[src/rtl/incubator_power_scheduler.sv]
// Round-robin time-sharing of one actuator supply across incubator zones.
// Define SCHED_PREEMPT_EN to force a release once a grant reaches MAX_ON.
module incubator_power_scheduler #(
    parameter int N_ZONES = 4,
    parameter int MIN_ON  = 16,
    parameter int MAX_ON  = 64,
    parameter int GAP     = 4,
    localparam int ID_W   = (N_ZONES > 1) ? $clog2(N_ZONES) : 1
) (
    input  logic               clk,
    input  logic               rstN,
    input  logic [N_ZONES-1:0] heat_req,
    input  logic [N_ZONES-1:0] cool_req,
    output logic [N_ZONES-1:0] heat_en,
    output logic [N_ZONES-1:0] cool_en,
    output logic               busy,
    output logic [ID_W-1:0]    grant_id
);
    localparam int CNT_MAX = (MAX_ON > GAP) ? MAX_ON : GAP;
    localparam int CNT_W   = $clog2(CNT_MAX + 1);

    localparam logic [1:0] S_IDLE = 2'd0;
    localparam logic [1:0] S_ON   = 2'd1;
    localparam logic [1:0] S_GAP  = 2'd2;

    logic [1:0]         r_state;
    logic [ID_W-1:0]    r_ptr;
    logic [ID_W-1:0]    r_gzone;
    logic               r_gmode;
    logic [CNT_W-1:0]   r_cnt;
    logic [N_ZONES-1:0] r_heat_en;
    logic [N_ZONES-1:0] r_cool_en;

    logic [N_ZONES-1:0] w_elig;
    logic               w_found;
    logic [ID_W-1:0]    w_win;
    logic               w_win_heat;
    logic [N_ZONES-1:0] w_onehot;
    logic [ID_W-1:0]    w_ptr_nxt;
    logic               w_req;
    logic               w_min_done;
    logic               w_release;
    logic [CNT_W-1:0]   w_cnt_inc;

    assign w_elig = heat_req | cool_req;

    // Scan from the highest offset down so the lowest offset from r_ptr wins.
    always_comb begin : arb
        int j;
        w_found = 1'b0;
        w_win   = '0;
        j       = 0;
        for (int k = N_ZONES - 1; k >= 0; k--) begin
            j = int'(r_ptr) + k;
            if (j >= N_ZONES) begin
                j = j - N_ZONES;
            end
            if (w_elig[j]) begin
                w_found = 1'b1;
                w_win   = ID_W'(j);
            end
        end
    end

    assign w_win_heat = heat_req[w_win];
    assign w_onehot   = {{(N_ZONES-1){1'b0}}, 1'b1} << w_win;
    assign w_ptr_nxt  = (w_win == ID_W'(N_ZONES - 1)) ? '0 : w_win + 1'b1;

    assign w_req      = r_gmode ? heat_req[r_gzone] : cool_req[r_gzone];
    assign w_min_done = (r_cnt >= CNT_W'(MIN_ON));

`ifdef SCHED_PREEMPT_EN
    assign w_release = (w_min_done && !w_req) || (r_cnt == CNT_W'(MAX_ON));
    assign w_cnt_inc = r_cnt + 1'b1;
`else
    assign w_release = w_min_done && !w_req;
    assign w_cnt_inc = w_min_done ? r_cnt : r_cnt + 1'b1;
`endif

    always_ff @(posedge clk or negedge rstN) begin
        if (!rstN) begin
            r_state   <= S_IDLE;
            r_ptr     <= '0;
            r_gzone   <= '0;
            r_gmode   <= 1'b0;
            r_cnt     <= '0;
            r_heat_en <= '0;
            r_cool_en <= '0;
        end else begin
            case (r_state)
                S_IDLE: begin
                    if (w_found) begin
                        r_state   <= S_ON;
                        r_gzone   <= w_win;
                        r_gmode   <= w_win_heat;
                        r_ptr     <= w_ptr_nxt;
                        r_cnt     <= CNT_W'(1);
                        r_heat_en <= w_win_heat ? w_onehot : '0;
                        r_cool_en <= w_win_heat ? '0 : w_onehot;
                    end
                end
                S_ON: begin
                    if (w_release) begin
                        r_state   <= S_GAP;
                        r_cnt     <= CNT_W'(1);
                        r_heat_en <= '0;
                        r_cool_en <= '0;
                    end else begin
                        r_cnt <= w_cnt_inc;
                    end
                end
                S_GAP: begin
                    if (r_cnt == CNT_W'(GAP)) begin
                        r_state <= S_IDLE;
                        r_cnt   <= '0;
                    end else begin
                        r_cnt <= r_cnt + 1'b1;
                    end
                end
                default: begin
                    r_state   <= S_IDLE;
                    r_heat_en <= '0;
                    r_cool_en <= '0;
                end
            endcase
        end
    end

    assign heat_en  = r_heat_en;
    assign cool_en  = r_cool_en;
    assign busy     = (r_state != S_IDLE);
    assign grant_id = r_gzone;

endmodule
[config.mk]
export PLATFORM = sky130hd
export DESIGN_NAME = incubator_power_scheduler
export DESIGN_NICKNAME = d
export VERILOG_FILES = /design/src/rtl/incubator_power_scheduler.sv
export SDC_FILE = /design/constraint.sdc
export NUM_CORES = 1
export LEC_CHECK = 0
export CORE_MARGIN = 5
export CORE_UTILIZATION = 57
export CTS_CLUSTER_DIAMETER = 200
export CTS_CLUSTER_SIZE = 30
export DETAILED_ROUTE_END_ITERATION = 7
export HOLD_SLACK_MARGIN = 0.02
export PLACE_DENSITY = 0.83
export SLEW_MARGIN = 10
export SYNTH_ARGS = -nofsm -noshare
export SYNTH_HDL_FRONTEND = slang
export SYNTH_SLANG_ARGS = --single-unit
export TNS_END_PERCENT = 30
[constraint.sdc]
create_clock -name clk -period 3.85 [get_ports clk]
set_input_delay 0.77 -clock clk [delete_from_list [all_inputs] [get_ports clk]]
set_output_delay 0.77 -clock clk [all_outputs]
set_load 0.03 [all_outputs]
==> Implementation_results.wiki, run 1 <==
{| class="wikitable"
! Metric !! Value
|-
| Routed vias/inst || 6.296
|-
| Combinational cell fraction of total power || 0.560
|-
| TritonCTS clock tree || yes
|-
| Final Non-Filler Cells || 196
|-
| Highest achievable clock rate || 392.0 MHz
|-
| Cell count after synthesis || 144
|-
| Biggest fanout along the worst timing path || 4
|-
| Pin count of the biggest net entering global routing || 23
|-
| Sequential group share of total power || 0.300
|-
| Nets || 186
|-
| Result of the run || finished clean
|-
| Sequential-to-total area share from yosys stat || 0.3939
|-
| Syn-to-layout area delta || 19.61%
|-
| Crit path max-delay cell type || sky130_fd_sc_hd__clkdlybuf4s50_1
|-
| Max-cap check violation count || 0
|-
| Xor and xnor fraction of the mapped netlist area || 0
|-
| Busiest layer in global routing || met2
|-
| Slew at the pin closest to its max-slew limit || 1.009 ns
|-
| Maximum buffer depth of the clock tree || 2
|-
| Type of the worst setup path || flop to primary output
|-
| Minimum clock period after layout || 2.551 ns
|-
| Insertion delay to the later sink of the worst-skew pair || 0.32 ns
|-
| FP Rows || 18
|-
| Combinational family with the most area after synthesis || compound AO/OA/AOI/OAI gates
|-
| Post-synthesis instance area || 1398 sq um
|-
| Share of the cycle needed by the critical path after routing || 0.6626
|-
| Crit path depth || 4
|-
| Total Power Consumption || 1.301 mW
|-
| Core footprint || 2410 sq um
|-
| Peak supply drop || 481.1 uV
|-
| Met2 global-route usage || 0.3744
|-
| Synthesized area per cell || 9.705 sq um
|-
| Switching part of the total power || 0.4582
|-
| Placed instance count || 192
|-
| First-pass GRT wire length || 5526 um
|-
| Total of warnings raised by yosys || 0
|-
| Antenna violations before repair || 0
|-
| Critical path required time || 3.08 ns
|-
| Area of the die || 3542 sq um
|-
| Max Transition Viols Final || 0
|-
| Reg clk slew, reported paths || 0.13 ns
|-
| Half-perimeter wire length of the detailed placement result || 2529 um
|-
| Worst hold margin || 0.5086 ns
|-
| Type of the tightest min-delay check || flop to flop
|-
| FF-to-FF Start || grant_id[1]$_DFFE_PN0P_
|-
| Level count of the clock H-tree || 1
|-
| Vias in the first global route || 1,252
|-
| Drc violations || 0
|-
| Clock network fraction of total power || 0.140
|-
| Mux cell area share after synthesis || 0.03671
|-
| Post-Synth Adder-Cell Area || 0.08057
|-
| R2R depth || 6
|-
| DRC marker count from the first detailed-route iteration || 60
|-
| Kind of cell with the highest combined delay on the critical path || buffers and inverters
|-
| Post-Route WL || 3289 um
|-
| Final number of setup-violating endpoints || 0
|-
| Final hold violations || 0
|-
| Count of buffer and inverter cells on the critical path || 3
|-
| Num Clock Sinks || 22
|-
| Drt first pass iters || 4
|-
| TritonCTS Buffers || 3
|-
| Pwr Density || 778.3 nW/um^2
|-
| Initial standard-cell utilization of the core || 0.5800
|-
| Met3 Track Usage GR || 0.03922
|-
| Width of the die || 59.52 um
|-
| Kind of launch point of the worst setup path || flop
|-
| Worst rel slew slack || 0.3254
|-
| Psw || 0.5961 mW
|-
| Maximum cell stage delay along the critical path || 0.67 ns
|-
| Total global routing track utilization || 0.2041
|-
| Via count || 1,234
|-
| CTS hold repair buffers || 0
|-
| Area fraction in compound gates after synthesis || 0.2310
|-
| WHS Path Cells || 1
|-
| Post-CTS Repair Setup Buffers || 0
|-
| Flop and latch count out of synthesis || 22
|-
| Power Internal || 0.7048 mW
|-
| Critical Path AT || 1.78 ns
|-
| Met1 capacity usage during global routing || 0.2312
|-
| Final WS setup || 1.299 ns
|-
| Root buffer cell || sky130_fd_sc_hd__clkbuf_4
|-
| EDFF count, synth || 0
|-
| Distinct cell type count of the synthesized netlist || 45
|-
| Launching element of the worst setup path || r_state[0]$_DFFE_PN0P_
|-
| Post-synthesis share of cell area spent on and, or, nand and nor gates || 0.2220
|-
| Antenna-violating nets left || 0
|-
| Net count after synthesis || 163
|-
| Most common flop cell mapped by yosys || sky130_fd_sc_hd__dfrtp_1
|-
| Total inserted antenna cells || 0
|-
| Worst setup EP type || primary output
|-
| Port Buffer Count || 20
|-
| Top cell by count, worst path || sky130_fd_sc_hd__inv_1
|-
| Setup repair after global routing missed its margin || false
|-
| Setup TNS Final || 0 ns
|-
| Die height || 59.52 um
|-
| Remaining global-route overflow || 0
|-
| Clock Skew || 0.005584 ns
|-
| Startpoint of the worst hold path || heat_en[0]$_DFFE_PN0P_
|-
| Cell leakage power || 0.6990 nW
|-
| Wirelength per Cell || 16.78 um
|-
| Ratio of cells with drive above 1 in the final layout || 0.1024
|-
| Cell-by-cell listing of the critical path || inv_1 > ha_1 > inv_1 > clkdlybuf4s50_1
|-
| Count of pins on the block boundary || 21
|-
| Placement-stage worst setup slack || 1.041 ns
|-
| Last weighted congestion value of the routability-driven placer || 0.9068
|-
| Post-CTS Resized || 0
|-
| Async set-or-reset flop fraction in the synthesized netlist || 1.000
|}
worst register-to-register path, stage by stage (launching register included):
cell and delay, ns:
sky130_fd_sc_hd__dfrtp_1 0.53, sky130_fd_sc_hd__mux2i_1 0.24, sky130_fd_sc_hd__nand3b_1 0.11, sky130_fd_sc_hd__nand4_2 0.19
sky130_fd_sc_hd__a21boi_2 0.09, sky130_fd_sc_hd__or3_1 0.46, sky130_fd_sc_hd__a32o_1 0.27
synth_stat cells, drive strengths merged (3+ instances only):
cell type  count  area, sq um
mux2i          4        40.04
a32o           9        91.34
o21a           4        30.03
nor3           3        20.02
a21oi          5        28.78
o21ai          7        38.78
nor2           9        43.80
inv            9        33.78
ha             9        112.6
dfrtp         22        550.5
nand3          4        20.02
nand2         20        75.07
or3            5        31.28
nand4          6        43.79
o211ai         3        22.52
per-stage QoR:
step,utilization,area [sq um]
final,0.6937,1672
after global routing,0.6937,1672
after CTS,0.6937,1672
after detailed placement,0.6719,1619
after global placement,0.6719,1619
after floorplan,-,1398
metal layers:
| layer | vias up | routed length (um) |
|---|---|---|
| li1 | 585 | - |
| met3 | 6 | 141 |
| met5 | - | 0 |
| met1 | 603 | 1365 |
| met2 | 40 | 1729 |
| met4 | 0 | 52 |
final timing paths:
check                                         end  slack, ns
min reg2reg                heat_en[0]$_DFFE_PN0P_       0.51
max reg2reg                heat_en[1]$_DFFE_PN0P_       1.87
min in group asynchronous    r_cnt[2]$_DFFE_PN0P_       0.98
max                                          busy       1.30
min                        heat_en[0]$_DFFE_PN0P_       0.51
max in group asynchronous  heat_en[1]$_DFFE_PN0P_       2.26
state kept, by name, summed over array words and instances, names as in the netlist:
register	count
r_cnt	7
cool_en	4
heat_en	4
grant_id	2
r_ptr	2
r_state	2
r_gmode	1
power by group through the flow:
stage                     Clock (mW)  Sequential, mW  Combinational [mW]
final                          0.182           0.390               0.728
after global routing           0.194           0.404               0.788
after CTS                      0.185           0.390               0.730
after detailed placement           0           0.394               0.726
after global placement             0           0.388               0.700
after floorplan                    0           0.462               0.434
placed cells by master, fill, tap and decap left out, types with 2 or more instances in the layout:
cell and instances:
sky130_fd_sc_hd__dfrtp_1 22, sky130_fd_sc_hd__nand2_1 20, sky130_fd_sc_hd__clkdlybuf4s50_1 20, sky130_fd_sc_hd__ha_1 9, sky130_fd_sc_hd__inv_1 8, sky130_fd_sc_hd__a32o_1 8, sky130_fd_sc_hd__nor2_1 7, sky130_fd_sc_hd__or3_1 5
sky130_fd_sc_hd__nand4_1 5, sky130_fd_sc_hd__o21a_1 4, sky130_fd_sc_hd__nand3_1 4, sky130_fd_sc_hd__mux2i_1 4, sky130_fd_sc_hd__a21oi_1 4, sky130_fd_sc_hd__o21ai_0 3, sky130_fd_sc_hd__o21ai_1 3, sky130_fd_sc_hd__o211ai_1 3
sky130_fd_sc_hd__clkbuf_4 3, sky130_fd_sc_hd__o22ai_1 2, sky130_fd_sc_hd__nor3_1 2, sky130_fd_sc_hd__nor2b_1 2, sky130_fd_sc_hd__nand3b_1 2, sky130_fd_sc_hd__or2_1 2
cell families (layout without fill, tap and decap cells):
kind of cell	Yosys count	count (layout)
simple gates	57	57
compound gates	40	40
flops	22	22
buf+inv	11	33
fa+ha+maj	9	9
mux	5	5
cell type report:
cell class | instances | area, sq um
clock inverter | 1 | 30.03
timing repair buffer | 20 | 200.2
clock buffer | 3 | 22.52
fill | 190 | 738.2
inverter | 9 | 33.78
tap | 30 | 37.54
multi-input combinational | 111 | 797.0
sequential | 22 | 550.5
No activity file was read; power rests on OpenSTA's default activity.
==> run 2: changes to the inputs <==
--- a/config.mk
+++ b/config.mk
@@ -6,12 +6,12 @@
 export NUM_CORES = 1
 export LEC_CHECK = 0
 export CORE_MARGIN = 5
-export CORE_UTILIZATION = 57
+export CORE_UTILIZATION = 48
 export CTS_CLUSTER_DIAMETER = 200
 export CTS_CLUSTER_SIZE = 30
 export DETAILED_ROUTE_END_ITERATION = 7
 export HOLD_SLACK_MARGIN = 0.02
-export PLACE_DENSITY = 0.83
+export PLACE_DENSITY = 0.75
 export SLEW_MARGIN = 10
 export SYNTH_ARGS = -nofsm -noshare
 export SYNTH_HDL_FRONTEND = slang
==> constraint.sdc (replaced) <==
create_clock -name clk -period 2.1 [get_ports clk]
set_input_delay 0.42 -clock clk [delete_from_list [all_inputs] [get_ports clk]]
set_output_delay 0.42 -clock clk [all_outputs]
set_load 0.03 [all_outputs]
==> Implementation_results.wiki, run 2 (same netlist as run 1, synthesis figures left out) <==
{| class="wikitable"
! Metric !! Value
|-
| Cell leakage power || 0.8129 nW (+16%)
|-
| Peak supply drop || 885.8 uV (+84%)
|-
| Clock network fraction of total power || 0.077 (-0.063)
|-
| Met1 layer wirelength in the final routing || 1564 um (+15%)
|-
| Max-cap check violation count || 0 (unchanged)
|-
| Pin count of the biggest net entering global routing || 23 (unchanged)
|-
| Post-Route WL || 3351 um (+1.9%)
|-
| Width of the die || 63.96 um (+7.5%)
|-
| Critical path required time || 2.29 ns (-0.79 ns)
|-
| Wirelength per Cell || 15.59 um (-7.1%)
|-
| Metal3 WL || 167 um (+18%)
|-
| Type of the worst setup path || primary input to flop
|-
| Psw || 1.112 mW (+87%)
|-
| Max reg flops || 7 (unchanged)
|-
| FP Rows || 19 (+1)
|-
| Fraction of the core area covered by cells at the end of the flow || 0.6536 (-0.04005)
|-
| Initial standard-cell utilization of the core || 0.5025 (-0.07748)
|-
| Vias in the first global route || 1,265 (+1.0%)
|-
| Reg clk slew, reported paths || 0.12 ns (about the same)
|-
| Type of the tightest min-delay check || primary input to asynchronous set/reset pin
|-
| Worst hold margin || 0.4604 ns (-0.04819 ns)
|-
| Last weighted congestion value of the routability-driven placer || 0.8170 (-9.9%)
|-
| Combinational cell fraction of total power || 0.626 (+0.066)
|-
| Switching part of the total power || 0.4587 (+0.0004750)
|-
| Half-perimeter wire length of the detailed placement result || 2568 um (+1.6%)
|-
| Reg-to-reg setup timing slack || 0.13 ns (-1.74 ns)
|-
| Worst rel slew slack || 0.7292 (+0.4038)
|-
| Via count || 1,265 (+2.5%)
|-
| Largest reg by FF count || r_cnt
|-
| Final hold violations || 0 (unchanged)
|-
| Drc violations || 0 (unchanged)
|-
| Clock Skew || 0.008026 ns (+0.002442 ns)
|-
| Root buffer cell || sky130_fd_sc_hd__clkbuf_4
|-
| Num Clock Sinks || 22 (unchanged)
|-
| Highest achievable clock rate || 484.1 MHz
|-
| Highest-count cells in the layout ignoring fill and taps || sky130_fd_sc_hd__dfrtp_1 (22), sky130_fd_sc_hd__nand2_1 (20), sky130_fd_sc_hd__buf_4 (19)
|-
| Total global routing track utilization || 0.1741 (-0.02994)
|-
| Setup TNS Final || 0 ns (unchanged)
|-
| FF-to-FF Start || r_ptr[1]$_DFFE_PN0P_
|-
| CTS hold repair buffers || 0 (unchanged)
|-
| Die height || 63.96 um (+7.5%)
|-
| TritonCTS Buffers || 3 (unchanged)
|-
| First-pass GRT wire length || 5899 um (+6.7%)
|-
| Worst setup path endpoint || cool_en[0]$_DFFE_PN0P_
|-
| Power Internal || 1.312 mW (+86%)
|-
| Antenna-violating nets left || 0 (unchanged)
|-
| Biggest fanout along the worst timing path || 6 (+2)
|-
| Routed vias/inst || 5.884 (-6.5%)
|-
| Total inserted antenna cells || 0 (unchanged)
|-
| Launching element of the worst setup path || cool_req[0]
|-
| Maximum buffer depth of the clock tree || 2 (unchanged)
|-
| Remaining global-route overflow || 0 (unchanged)
|-
| Share of the cycle needed by the critical path after routing || 0.9837
|-
| Minimum clock period after layout || 2.066 ns
|-
| Antenna violations before repair || 0 (unchanged)
|-
| Sequential group share of total power || 0.297 (-0.003)
|-
| Slew at the pin closest to its max-slew limit || 0.4019 ns (-0.6068 ns)
|-
| Commonest non-fill, non-tap cell in the layout || sky130_fd_sc_hd__dfrtp_1
|-
| DR top layer || met4
|-
| Insertion delay to the later sink of the worst-skew pair || 0.30 ns (-0.02 ns)
|-
| Pwr Density || 1333 nW/um^2 (+71%)
|-
| Final number of setup-violating endpoints || 0 (unchanged)
|-
| Critical Path AT || 2.26 ns (+0.48 ns)
|-
| DRC marker count from the first detailed-route iteration || 92 (+53%)
|-
| Level count of the clock H-tree || 1 (unchanged)
|-
| Ratio of cells with drive above 1 in the final layout || 0.2174 (+0.1150)
|-
| Terminus of the critical flop-to-flop path || cool_en[0]$_DFFE_PN0P_
|-
| Nets || 205 (+10%)
|-
| TritonCTS clock tree || yes
|-
| Drt first pass iters || 4 (unchanged)
|-
| Port Buffer Count || 20 (unchanged)
|-
| R2R depth || 6 (unchanged)
|-
| Count of pins on the block boundary || 21 (unchanged)
|-
| Met2 wirelength from detailed routing || 1599 um (-7.5%)
|-
| Max Transition Viols Final || 0 (unchanged)
|-
| Area of the die || 4091 sq um (+15%)
|-
| Worst setup EP type || flop
|-
| Core footprint || 2781 sq um (+15%)
|-
| Syn-to-layout area delta || 30.08%
|-
| Kind of launch point of the worst setup path || primary input
|-
| Result of the run || finished clean
|}
## run 2: repair_timing
item | in CTS | in global routing
setup buffers | 0 | 0
pin swaps | 0 | 2
resized for setup | 1 | 8
endpoints found under the setup margin | 1 | 12
## run 2: area by class of cell
| type | instances | area, sq um |
|---|---|---|
| Multi-Input combinational cell | 111 | 823.3 |
| Fill cell | 251 | 963.4 |
| Timing Repair Buffer | 39 | 349.1 |
| Clock buffer | 3 | 22.52 |
| Tap cell | 31 | 38.79 |
| Sequential cell | 22 | 550.5 |
| Inverter | 9 | 33.78 |
## run 2: critical path, stage by stage
cell and delay (ns):
sky130_fd_sc_hd__clkdlybuf4s50_1 0.50, sky130_fd_sc_hd__nor2_4 0.14, sky130_fd_sc_hd__and3b_1 0.22, sky130_fd_sc_hd__a211oi_4 0.34
sky130_fd_sc_hd__nor2_2 0.10, sky130_fd_sc_hd__a32o_2 0.28, sky130_fd_sc_hd__a32o_1 0.25
## run 2: per-stage QoR
stage	instance area, sq um	power [mW]	instances	worst slack (ns)
6_report	1818	2.424	215	0.03422
5_1_grt	1818	2.632	215	-0.03794
4_1_cts	1784	2.400	215	0.02134
3_5_place_dp	1763	2.210	212	-0.3013
3_3_place_gp	1763	2.178	212	-0.2046
2_1_floorplan	1398	1.642	144	0.1604
## run 2: how the worst min path moves through the flow
stage                                start                     end  slack (ns)  cells after the start
global route                          rstN    r_cnt[6]$_DFFE_PN0P_        0.47                      2
detailed placement  cool_en[3]$_DFFE_PN0P_  cool_en[3]$_DFFE_PN0P_        0.48                      1
global placement    heat_en[0]$_DFFE_PN0P_  heat_en[0]$_DFFE_PN0P_        0.48                      1
floorplan                             rstN  cool_en[0]$_DFFE_PN0P_        0.12                      0
finish                                rstN    r_cnt[6]$_DFFE_PN0P_        0.46                      2
CTS                                   rstN    r_cnt[6]$_DFFE_PN0P_        0.46                      2
## run 2: power groups by stage
stage                     logic (mW)  clock network (mW)  registers (mW)
after global placement          1.46                   0           0.716
after floorplan                0.795                   0           0.847
after CTS                       1.49               0.194           0.713
final                           1.52               0.187           0.721
after detailed placement        1.49                   0           0.721
after global routing            1.67               0.217           0.749
## run 2: per-layer routing
layer,vias up,track usage
met3,2,0.02802
met1,614,0.2453
met2,28,0.2776
met4,0,0.04416
li1,621,-
met5,-,0
==> run 3: changes to the inputs <==
--- a/config.mk
+++ b/config.mk
@@ -7,11 +7,12 @@
 export LEC_CHECK = 0
 export CORE_MARGIN = 5
 export CORE_UTILIZATION = 48
-export CTS_CLUSTER_DIAMETER = 200
+export CTS_CLUSTER_DIAMETER = 150
 export CTS_CLUSTER_SIZE = 30
 export DETAILED_ROUTE_END_ITERATION = 7
 export HOLD_SLACK_MARGIN = 0.02
 export PLACE_DENSITY = 0.75
+export SKIP_LAST_GASP = 1
 export SLEW_MARGIN = 10
 export SYNTH_ARGS = -nofsm -noshare
 export SYNTH_HDL_FRONTEND = slang
==> Implementation_results.wiki, run 3 (same netlist as run 1, synthesis figures left out) <==
{| class="wikitable"
! Metric !! Value
|-
| Worst rel slew slack || 0.7264 (-0.002808)
|-
| Critical Path AT || 2.28 ns (+0.02 ns)
|-
| Peak supply drop || 869.4 uV (-1.9%)
|-
| Pwr Density || 1337 nW/um^2 (+0.29%)
|-
| Setup repair after global routing missed its margin || true
|-
| Total inserted antenna cells || 0 (unchanged)
|-
| Worst setup EP type || flop
|-
| Max reg flops || 7 (unchanged)
|-
| Largest reg by FF count || r_cnt
|-
| Root buffer cell || sky130_fd_sc_hd__clkbuf_4
|-
| DRC marker count from the first detailed-route iteration || 99 (+7.6%)
|-
| Maximum cell stage delay along the critical path || 0.49 ns (about the same)
|-
| Num Clock Sinks || 22 (unchanged)
|-
| Max Transition Viols Final || 0 (unchanged)
|-
| Met1 capacity usage during global routing || 0.2453 (unchanged)
|-
| Kind of launch point of the worst setup path || primary input
|-
| Biggest fanout along the worst timing path || 6 (unchanged)
|-
| Kind of cell with the highest combined delay on the critical path || compound AO/OA/AOI/OAI gates
|-
| Die height || 63.96 um (unchanged)
|-
| Crit path max-delay cell type || sky130_fd_sc_hd__clkdlybuf4s50_1
|-
| Power Internal || 1.310 mW (-0.20%)
|-
| Type of the worst setup path || primary input to flop
|-
| Met3 Track Usage GR || 0.02802 (unchanged)
|-
| Final hold violations || 0 (unchanged)
|-
| Highest achievable clock rate || 479.1 MHz (-1.0%)
|-
| Pin count of the biggest net entering global routing || 23 (unchanged)
|-
| Minimum clock period after layout || 2.087 ns (+0.02136 ns)
|-
| Sequential group share of total power || 0.298 (about the same)
|-
| Nets || 205 (unchanged)
|-
| FP Rows || 19 (unchanged)
|-
| Count of buffer and inverter cells on the critical path || 1 (unchanged)
|-
| Width of the die || 63.96 um (unchanged)
|-
| Crit path depth || 7 (unchanged)
|-
| Via count || 1,246 (-1.5%)
|-
| Type of the tightest min-delay check || primary input to asynchronous set/reset pin
|-
| Level count of the clock H-tree || 1 (unchanged)
|-
| Clock network fraction of total power || 0.077 (about the same)
|-
| Antenna-violating nets left || 0 (unchanged)
|-
| Max-cap check violation count || 0 (unchanged)
|-
| Result of the run || finished clean
|-
| Vias in the first global route || 1,265 (unchanged)
|-
| Highest-count cells in the layout ignoring fill and taps || sky130_fd_sc_hd__dfrtp_1 (22), sky130_fd_sc_hd__nand2_1 (20), sky130_fd_sc_hd__buf_4 (19)
|-
| Psw || 1.107 mW (-0.48%)
|-
| Cell leakage power || 0.7917 nW (-2.6%)
|-
| Share of the cycle needed by the critical path after routing || 0.9939 (+0.01017)
|-
| Port Buffer Count || 20 (unchanged)
|-
| Critical path required time || 2.29 ns (about the same)
|-
| Core footprint || 2781 sq um (unchanged)
|-
| Wirelength per Cell || 15.57 um (-0.12%)
|-
| First-pass GRT wire length || 5899 um (unchanged)
|-
| Insertion delay to the later sink of the worst-skew pair || 0.30 ns (about the same)
|-
| Half-perimeter wire length of the detailed placement result || 2568 um (unchanged)
|-
| R2R depth || 6 (unchanged)
|-
| Initial standard-cell utilization of the core || 0.5025 (unchanged)
|-
| Remaining global-route overflow || 0 (unchanged)
|-
| Antenna violations before repair || 0 (unchanged)
|-
| TritonCTS Buffers || 3 (unchanged)
|-
| Fraction of the core area covered by cells at the end of the flow || 0.6496 (-0.004048)
|-
| Clock Skew || 0.008126 ns (+0.00009995 ns)
|-
| Total global routing track utilization || 0.1741 (unchanged)
|-
| Routed vias/inst || 5.795 (-1.5%)
|-
| Reg clk slew, reported paths || 0.12 ns (about the same)
|-
| Count of pins on the block boundary || 21 (unchanged)
|-
| Final number of setup-violating endpoints || 0 (unchanged)
|-
| Post-Route WL || 3347 um (-0.12%)
|-
| Last weighted congestion value of the routability-driven placer || 0.8170 (unchanged)
|-
| Met2 global-route usage || 0.2776 (unchanged)
|-
| Drc violations || 0 (unchanged)
|-
| Total Power Consumption || 2.416 mW (-0.33%)
|-
| Drt first pass iters || 4 (unchanged)
|-
| Commonest non-fill, non-tap cell in the layout || sky130_fd_sc_hd__dfrtp_1
|-
| Combinational cell fraction of total power || 0.625 (about the same)
|-
| Slew at the pin closest to its max-slew limit || 0.4061 ns (+0.004168 ns)
|-
| Top cell by count, worst path || sky130_fd_sc_hd__nor2_2
|-
| Syn-to-layout area delta || 29.27%
|-
| Cell-by-cell listing of the critical path || clkdlybuf4s50_1 > nor2_2 > o22ai_1 > a211oi_4 > nor2_2 > a32o_2 > a32o_1
|-
| Ratio of cells with drive above 1 in the final layout || 0.2120 (-0.005435)
|-
| Maximum buffer depth of the clock tree || 2 (unchanged)
|-
| Busiest layer in global routing || met2
|-
| Switching part of the total power || 0.4580 (-0.0006828)
|-
| Area of the die || 4091 sq um (unchanged)
|-
| TritonCTS clock tree || yes
|}
[run 3: cell count changes in the layout (fill, tap and decap cells not counted), sizes merged]
cell	change
dlymetal6s2s	-2
clkdlybuf4s50	+2
[run 3: path summary, 6_finish.rpt]
kind / from / endpoint / slack (ns)
setup / recovery: heat_req[2] / cool_en[0]$_DFFE_PN0P_ / 0.01
hold / removal: rstN / r_cnt[6]$_DFFE_PN0P_ / 0.46
setup reg to reg: r_ptr[1]$_DFFE_PN0P_ / cool_en[0]$_DFFE_PN0P_ / 0.15
hold reg to reg: heat_en[0]$_DFFE_PN0P_ / heat_en[0]$_DFFE_PN0P_ / 0.50
max in group asynchronous: rstN / cool_en[0]$_DFFE_PN0P_ / 1.41
min in group clk: heat_en[0]$_DFFE_PN0P_ / heat_en[0]$_DFFE_PN0P_ / 0.50
[run 3: layer usage]
| layer | up-vias | routed length [um] |
|---|---|---|
| met5 | - | 0 |
| met4 | 0 | 20 |
| met3 | 2 | 148 |
| met2 | 22 | 1587 |
| met1 | 600 | 1592 |
| li1 | 622 | - |
[run 3: what timing repair did]
item / CTS / global route
setup endpoints to repair: 1 / 12
resized for setup: 1 / 5
setup buffers: 0 / 0
pin swaps: 0 / 2
hold buffers: 0 / 0
[run 3: metrics by stage]
stage | hold slack, ns | setup WS [ns] | setup TNS (ns) | instances | area, sq um
after floorplan | 0.1244 | 0.1604 | 0 | 144 | 1398
after global placement | 0.4832 | -0.2046 | -2.590 | 212 | 1763
after detailed placement | 0.4813 | -0.3013 | -4.120 | 212 | 1763
after CTS | 0.4610 | 0.02134 | 0 | 215 | 1784
after global routing | 0.4728 | -0.03911 | -0.2670 | 215 | 1807
final | 0.4622 | 0.01286 | 0 | 215 | 1807
[run 3: cell type report]
cell class              count  area [sq um]
fillers                   251         974.7
flip-flops and latches     22         550.5
inverters                   9         33.78
clock buffers               3         22.52
repair buffers             39         344.1
well taps                  31         38.79
multi-input cells         111         817.0
[run 3: worst register-to-register path: stages (launching register included)]
cell	delay, ns
sky130_fd_sc_hd__dfrtp_1	0.49
sky130_fd_sc_hd__nor3_2	0.24
sky130_fd_sc_hd__a211oi_2	0.09
sky130_fd_sc_hd__a211oi_4	0.39
sky130_fd_sc_hd__nor2_2	0.10
sky130_fd_sc_hd__a32o_2	0.28
sky130_fd_sc_hd__a32o_1	0.25
[run 3: power by group through the flow]
| stage | logic [mW] | clock network, mW | registers [mW] |
|---|---|---|---|
| after floorplan | 0.795 | 0 | 0.847 |
| after global placement | 1.46 | 0 | 0.716 |
| after CTS | 1.49 | 0.194 | 0.713 |
| final | 1.51 | 0.186 | 0.719 |
| after global routing | 1.66 | 0.217 | 0.748 |
| after detailed placement | 1.49 | 0 | 0.721 |
